$ cat config.mk
export PLATFORM = sky130hd
export DESIGN_NAME = writeback_ctrl_flat
export DESIGN_NICKNAME = d
export VERILOG_FILES = /design/src/rtl/wb_pkg.sv /design/src/rtl/writeback_ctrl_if.sv /design/src/rtl/wb_fifo.sv /design/src/rtl/writeback_ctrl.sv /design/src/flat_wrapper.sv
export SDC_FILE = /design/constraint.sdc
export NUM_CORES = 1
export LEC_CHECK = 0
export ABC_CLOCK_PERIOD_IN_PS = 3500
export BUFFER_PORTS_ARGS = -buffer_cell sky130_fd_sc_hd__buf_2
export CAP_MARGIN = 40
export CORE_MARGIN = 10
export CORE_UTILIZATION = 44
export CTS_BUF_LIST = sky130_fd_sc_hd__clkbuf_8
export DETAILED_ROUTE_END_ITERATION = 10
export PLACE_DENSITY = 0.66
export SYNTH_ARGS = -nofsm -noshare
export SYNTH_HDL_FRONTEND = slang
export SYNTH_HIERARCHICAL = 1
export SYNTH_SLANG_ARGS = --single-unit
$ cat constraint.sdc
create_clock -name clk -period 3.5 [get_ports clk]
set_clock_uncertainty 0.05 [all_clocks]
set_input_delay 0.7 -clock clk [delete_from_list [all_inputs] [get_ports clk]]
set_output_delay 0.7 -clock clk [all_outputs]
set_load 0.01 [all_outputs]
$ cat src/rtl/wb_pkg.sv
// Shared types for the writeback controller: register address width and the
// queued ALU result entry.
package wb_pkg;
   localparam int XLEN       = 32;
   localparam int REG_ADDR_W = 5;

   typedef struct packed {
      logic [REG_ADDR_W-1:0] rd;
      logic [XLEN-1:0]       data;
   } wb_entry_t;
endpackage

$ cat src/rtl/writeback_ctrl_if.sv
// Writeback bus: issue notifications, ALU/load result offers, register-file
// write port and status. master drives results, slave is the controller.
interface writeback_ctrl_if #(
   parameter int XLEN  = 32,
   parameter int DEPTH = 4
);
   localparam int CW = $clog2(DEPTH) + 1;

   logic            issue_valid;
   logic [4:0]      issue_rd;
   logic            alu_valid;
   logic            alu_ready;
   logic [4:0]      alu_rd;
   logic [XLEN-1:0] alu_data;
   logic            mem_valid;
   logic [4:0]      mem_rd;
   logic [XLEN-1:0] mem_data;
   logic            reg_we;
   logic [4:0]      destreg_num;
   logic [XLEN-1:0] write_value;
   logic [31:0]     busy_mask;
   logic [CW-1:0]   fifo_count;

   modport master (
      output issue_valid, issue_rd, alu_valid, alu_rd, alu_data,
             mem_valid, mem_rd, mem_data,
      input  alu_ready, reg_we, destreg_num, write_value, busy_mask, fifo_count
   );

   modport slave (
      input  issue_valid, issue_rd, alu_valid, alu_rd, alu_data,
             mem_valid, mem_rd, mem_data,
      output alu_ready, reg_we, destreg_num, write_value, busy_mask, fifo_count
   );
endinterface

$ cat src/rtl/wb_fifo.sv
// Small circular FIFO holding ALU results that lost arbitration to a load.
// Push is ignored when full and pop when empty.
module wb_fifo
   import wb_pkg::*;
#(
   parameter int DEPTH = 4,
   localparam int AW = $clog2(DEPTH),
   localparam int CW = AW + 1
) (
   input  logic          clk,
   input  logic          rst_n,
   input  logic          push_i,
   input  wb_entry_t     push_data_i,
   input  logic          pop_i,
   output wb_entry_t     head_o,
   output logic [CW-1:0] count_o,
   output logic          full_o,
   output logic          empty_o
);
   logic [AW-1:0] wr_ptr_q, wr_ptr_d;
   logic [AW-1:0] rd_ptr_q, rd_ptr_d;
   logic [CW-1:0] count_q, count_d;
   wb_entry_t     mem_q [DEPTH];
   logic          do_push, do_pop;

   assign full_o  = (count_q == CW'(DEPTH));
   assign empty_o = (count_q == '0);
   assign do_push = push_i && !full_o;
   assign do_pop  = pop_i && !empty_o;
   assign head_o  = mem_q[rd_ptr_q];
   assign count_o = count_q;

   // Pointers are exactly AW bits wide, so DEPTH being a power of two makes
   // the increment wrap on its own.
   always_comb begin
      wr_ptr_d = wr_ptr_q;
      rd_ptr_d = rd_ptr_q;
      count_d  = count_q + CW'(do_push) - CW'(do_pop);
      if (do_push) wr_ptr_d = wr_ptr_q + 1'b1;
      if (do_pop)  rd_ptr_d = rd_ptr_q + 1'b1;
   end

   always_ff @(posedge clk or negedge rst_n) begin
      if (!rst_n) begin
         wr_ptr_q <= '0;
         rd_ptr_q <= '0;
         count_q  <= '0;
      end else begin
         wr_ptr_q <= wr_ptr_d;
         rd_ptr_q <= rd_ptr_d;
         count_q  <= count_d;
      end
   end

   always_ff @(posedge clk) begin
      if (do_push) mem_q[wr_ptr_q] <= push_data_i;
   end
endmodule

$ cat src/rtl/writeback_ctrl.sv
// Writeback arbiter: one register-file write per cycle, loads first, then
// queued ALU results, then a bypassing ALU result. Tracks busy registers.
module writeback_ctrl
   import wb_pkg::REG_ADDR_W;
   import wb_pkg::wb_entry_t;
#(
   parameter int XLEN  = wb_pkg::XLEN,
   parameter int DEPTH = 4
) (
   input logic              clk,
   input logic              rst_n,
   writeback_ctrl_if.slave  bus
);
   localparam int CW = $clog2(DEPTH) + 1;

   wb_entry_t             head, sel, alu_entry;
   logic                  sel_vld, push, pop, alu_hs;
   logic                  fifo_full, fifo_empty;
   logic [CW-1:0]         fifo_count;
   logic                  reg_we_q, reg_we_d;
   logic [REG_ADDR_W-1:0] destreg_q, destreg_d;
   logic [XLEN-1:0]       wdata_q, wdata_d;
   logic [31:0]           busy_q, busy_d, busy_set, busy_clr;

   wb_fifo #(.DEPTH(DEPTH)) u_fifo (
      .clk         (clk),
      .rst_n       (rst_n),
      .push_i      (push),
      .push_data_i (alu_entry),
      .pop_i       (pop),
      .head_o      (head),
      .count_o     (fifo_count),
      .full_o      (fifo_full),
      .empty_o     (fifo_empty)
   );

   assign alu_entry = '{rd: bus.alu_rd, data: bus.alu_data};
   // An empty FIFO can still take a result under a load; only a full one stalls.
   assign bus.alu_ready = !fifo_full || (fifo_empty && !bus.mem_valid);
   assign alu_hs        = bus.alu_valid && bus.alu_ready;

   always_comb begin
      sel_vld = 1'b0;
      sel     = '0;
      push    = 1'b0;
      pop     = 1'b0;
      if (bus.mem_valid) begin
         sel_vld = 1'b1;
         sel     = '{rd: bus.mem_rd, data: bus.mem_data};
         push    = alu_hs;
      end else if (!fifo_empty) begin
         sel_vld = 1'b1;
         sel     = head;
         pop     = 1'b1;
         push    = alu_hs;
      end else if (alu_hs) begin
         sel_vld = 1'b1;
         sel     = alu_entry;
      end
   end

   // x0 writes are consumed but never reach the register file.
   always_comb begin
      reg_we_d  = sel_vld && (sel.rd != '0);
      destreg_d = destreg_q;
      wdata_d   = wdata_q;
      if (reg_we_d) begin
         destreg_d = sel.rd;
         wdata_d   = sel.data;
      end
      busy_set = (bus.issue_valid && bus.issue_rd != '0) ? (32'd1 << bus.issue_rd) : '0;
      busy_clr = sel_vld ? (32'd1 << sel.rd) : '0;
      busy_d   = ((busy_q & ~busy_clr) | busy_set) & ~32'd1;
   end

   always_ff @(posedge clk or negedge rst_n) begin
      if (!rst_n) begin
         reg_we_q  <= 1'b0;
         destreg_q <= '0;
         wdata_q   <= '0;
         busy_q    <= '0;
      end else begin
         reg_we_q  <= reg_we_d;
         destreg_q <= destreg_d;
         wdata_q   <= wdata_d;
         busy_q    <= busy_d;
      end
   end

   assign bus.reg_we      = reg_we_q;
   assign bus.destreg_num = destreg_q;
   assign bus.write_value = wdata_q;
   assign bus.busy_mask   = busy_q;
   assign bus.fifo_count  = fifo_count;
endmodule

$ cat src/flat_wrapper.sv
// flat-port wrapper written by rule: the top's interface ports become plain ports
module writeback_ctrl_flat import wb_pkg::REG_ADDR_W; import wb_pkg::wb_entry_t;
#(
   parameter int XLEN  = wb_pkg::XLEN,
   parameter int DEPTH = 4
)
  (clk, rst_n, bus_issue_valid, bus_issue_rd, bus_alu_valid, bus_alu_rd, bus_alu_data, bus_mem_valid, bus_mem_rd, bus_mem_data, bus_alu_ready, bus_reg_we, bus_destreg_num, bus_write_value, bus_busy_mask, bus_fifo_count);
  writeback_ctrl_if #(.XLEN(XLEN), .DEPTH(DEPTH)) bus_i ();
  input logic clk;
  input logic rst_n;
  input wire logic [$bits(bus_i.issue_valid)-1:0] bus_issue_valid;
  input wire logic [$bits(bus_i.issue_rd)-1:0] bus_issue_rd;
  input wire logic [$bits(bus_i.alu_valid)-1:0] bus_alu_valid;
  input wire logic [$bits(bus_i.alu_rd)-1:0] bus_alu_rd;
  input wire logic [$bits(bus_i.alu_data)-1:0] bus_alu_data;
  input wire logic [$bits(bus_i.mem_valid)-1:0] bus_mem_valid;
  input wire logic [$bits(bus_i.mem_rd)-1:0] bus_mem_rd;
  input wire logic [$bits(bus_i.mem_data)-1:0] bus_mem_data;
  output wire logic [$bits(bus_i.alu_ready)-1:0] bus_alu_ready;
  output wire logic [$bits(bus_i.reg_we)-1:0] bus_reg_we;
  output wire logic [$bits(bus_i.destreg_num)-1:0] bus_destreg_num;
  output wire logic [$bits(bus_i.write_value)-1:0] bus_write_value;
  output wire logic [$bits(bus_i.busy_mask)-1:0] bus_busy_mask;
  output wire logic [$bits(bus_i.fifo_count)-1:0] bus_fifo_count;
  assign bus_i.issue_valid = bus_issue_valid;
  assign bus_i.issue_rd = bus_issue_rd;
  assign bus_i.alu_valid = bus_alu_valid;
  assign bus_i.alu_rd = bus_alu_rd;
  assign bus_i.alu_data = bus_alu_data;
  assign bus_i.mem_valid = bus_mem_valid;
  assign bus_i.mem_rd = bus_mem_rd;
  assign bus_i.mem_data = bus_mem_data;
  assign bus_alu_ready = bus_i.alu_ready;
  assign bus_reg_we = bus_i.reg_we;
  assign bus_destreg_num = bus_i.destreg_num;
  assign bus_write_value = bus_i.write_value;
  assign bus_busy_mask = bus_i.busy_mask;
  assign bus_fifo_count = bus_i.fifo_count;
  writeback_ctrl #(.XLEN(XLEN), .DEPTH(DEPTH)) u_core (.clk(clk), .rst_n(rst_n), .bus(bus_i));
endmodule
==> results.yml <==
final_layout:
  diodes: 0
  nets: 867
  fin_util_pct: 53.8
  area_growth_pct: 20.0
  drive_gt1_share_pct: 39.2
sta:
  slew_headroom_pct: 52.6
  hold_viol: 0
  final-max-slew-violation-count: 0
  setup_viol: 0
  fin_crit_sh_pct: 91.5
  max_freq_mhz: 312
  fin_ws_ns: 0.298
  tns_ns: 0
  post-route-min-period_ns: 3.20
  grt_setup_unrepaired: "false"
  tightestPinTransition_ns: 0.708
synth:
  yosysWarnings: 6
  synthCells: 591
  synthesis.nets: 682
  synth_cell_types: 44
  synth.avg_cell_area_um2: 16.0
  yosys_register_bits: 224
  async_flop_share_pct: 33.9
  netlist_area_mm2: 0.00946
  synth_edf_count: 148
  synth-seq-area-share_pct: 67.1
  ys.flop_type: "edfxtp_1"
worst_setup_path:
  startpoint: "u_core/u_fifo/count_o[1]"
  r2r-end: "u_core/bus.write_value[11]"
  worstRegToRegCells: 7
  cp-start-kind: "flip-flop"
  crit_arrival_ns: 2.45
  cp_max_fo: 15
  worstSetupPathType: "flip-flop to output pin"
  end_kind: "output pin"
  r2r_start: "u_core/u_fifo/rd_ptr_q[0]"
  rrSetupSlack_ns: 0.39
  required_ns: 2.75
drt:
  antenna_left: 0
  drtIter0Drc: 438
  drt-total-wl_um: 22300
  first_pass_iters: 5
  dr.max_layer_used: "met5"
  wl_met1_um: 9600
  dr_wl_met3_um: 1350
  via_per_inst: 5.39
  wire_per_inst_um: 20.7
  drc: 0
  via_count: 5819
  wl_met2_um: 10900
place:
  pre_cts_slack_ns: 0.310
  gp_congestion: 0.835
  post-dp-hpwl_um: 15400
  portBuffers: 156
global_routing:
  grtUsageTotal_pct: 15.8
  overflow: 0
  grt_pass1_wl_um: 35800
  grt_max_degree: 51
  antenna_found_initial: 1
  grt_pass1_vias: 6562
clocking:
  cts-hold-fix-buffers: 0
  cts_sinks: 224
  cts-root-buf: "clkbuf_8"
  clock_latency_ns: 0.53
  cts_resized: 0
  clkTransAtPathRegs_ns: 0.06
  cts_tree: "yes"
  post_cts_buffers: 0
  htree_levels: 2
  clock_path_buffers: 3
  cts_buffers: 38
job:
  maxCapViolations: 0
floorplan:
  coreArea_mm2: 0.0211
  die_area_mm2: 0.0278
  rows: 53
  dieWidth_um: 167
  chipHeight_um: 167
  initial_core_util_pct: 44.8
  ios: 158
pwr:
  power_leakage_uw: 0.00454
  seq_power_share_pct: 42.8
  swShare_pct: 32.5
  comb_power_share_pct: 33.5
  fin_total_pwr_uw: 9230
  intPower_uw: 6230
  power.switching_uw: 3000
  power.share.clock_pct: 23.7
  pwr_density_cell_mw_per_mm2: 813
  peakVddDrop_mv: 0.385
run_status:
  status: "finished, final reports clean"
min_path:
  hold_class: "primary input to async pin"
==> cell usage after synthesis (5+ instances only) <==
| cell type | instances | area (um^2) |
|---|---|---|
| buf_6 | 5 | 56.3 |
| nand3_1 | 11 | 55.1 |
| edfxtp_1 | 148 | 4440 |
| o21ai_0 | 100 | 500 |
| or2_2 | 5 | 31.3 |
| inv_1 | 13 | 48.8 |
| a22oi_1 | 32 | 240 |
| ha_1 | 6 | 75.1 |
| nand2_1 | 39 | 146 |
| dfrtp_1 | 76 | 1900 |
| nand2b_1 | 11 | 68.8 |
| mux4_2 | 37 | 833 |
| clkbuf_1 | 13 | 48.8 |
| mux2_4 | 25 | 375 |
| mux2_2 | 7 | 78.8 |
| buf_2 | 6 | 30.0 |
==> critical path, stage by stage (launching register included) <==
cell      delay, ns
dfrtp_1        0.46
nor3_1         0.21
buf_4          0.22
clkinv_1       0.48
o21ai_0        0.38
buf_2          0.19
==> layout make-up <==
class	instances	area [um^2]
repair buffers	174	1010
well taps	275	344
multi-input cells	324	2870
fillers	1767	9740
clock buffers	45	619
clock inverters	23	103
flip-flops and latches	224	6350
inverters	14	52.6
==> cells by family after synthesis <==
logic type      after synthesis  synth area share (%)
compound gates              150                  9.90
xor+xnor                      4                 0.370
fa+ha+maj                     7                  1.01
buf+inv                      43                  2.65
flops                       224                  67.1
mux                          69                  13.6
other cells                   1                0.0397
simple gates                 93                  5.32
==> sequential cells by signal, summed over array words and instances, names as in the netlist <==
signal                  flops
u_core/bus.busy_mask       31
u_core/bus.destreg_num      5
u_core/bus.reg_we           1
u_core/bus.write_value     32
u_core/u_fifo/count_o       3
u_core/u_fifo/mem_q       148
u_core/u_fifo/rd_ptr_q      2
u_core/u_fifo/wr_ptr_q      2
==> cell usage in the layout (no fill, tap or decap), types with 11 or more instances in the layout <==
cell	synthesis	routed
a22oi_1	32	32
buf_2	6	155
buf_4	3	13
clkbuf_8	0	45
dfrtp_1	76	74
edfxtp_1	148	148
inv_1	13	25
mux2_4	25	25
mux4_2	37	37
nand2_1	39	39
nand2b_1	11	11
nand3_1	11	11
o21ai_0	100	100
==> worst max-delay path by stage <==
stage / end / slack [ns]
after floorplan: u_core/u_fifo/mem_q[0][0] / 0.43
after detailed placement: u_core/u_fifo/count_o[2] / 0.31
final: bus_alu_ready / 0.30
after CTS: bus_alu_ready / 0.28
after global placement: u_core/u_fifo/count_o[2] / 0.37
after global routing: bus_alu_ready / 0.14
==> stage by stage <==
step / instance area [um^2] / instances / hold slack [ns]
after floorplan: 9460 / 591 / 0.354
after global placement: 10600 / 1009 / 0.435
after detailed placement: 10600 / 1011 / 0.439
after CTS: 11300 / 1079 / 0.0536
after global routing: 11300 / 1079 / 0.0840
final: 11300 / 1079 / 0.0653
==> layer usage <==
layer  vias to the layer above  track usage, %
li1                       2672               -
met1                      2907            20.1
met2                       193            25.7
met3                        45            4.42
met4                         2            5.35
met5                         -               0
==> power groups by stage <==
stage / sequential (uW) / clock [uW] / combinational, uW
after global routing: 4030 / 2380 / 3390
after detailed placement: 4010 / 0 / 3150
after floorplan: 4060 / 0 / 1920
after global placement: 3960 / 0 / 3060
final: 3950 / 2190 / 3100
after CTS: 3960 / 2250 / 3160
Power figures use the tool's default switching activity.
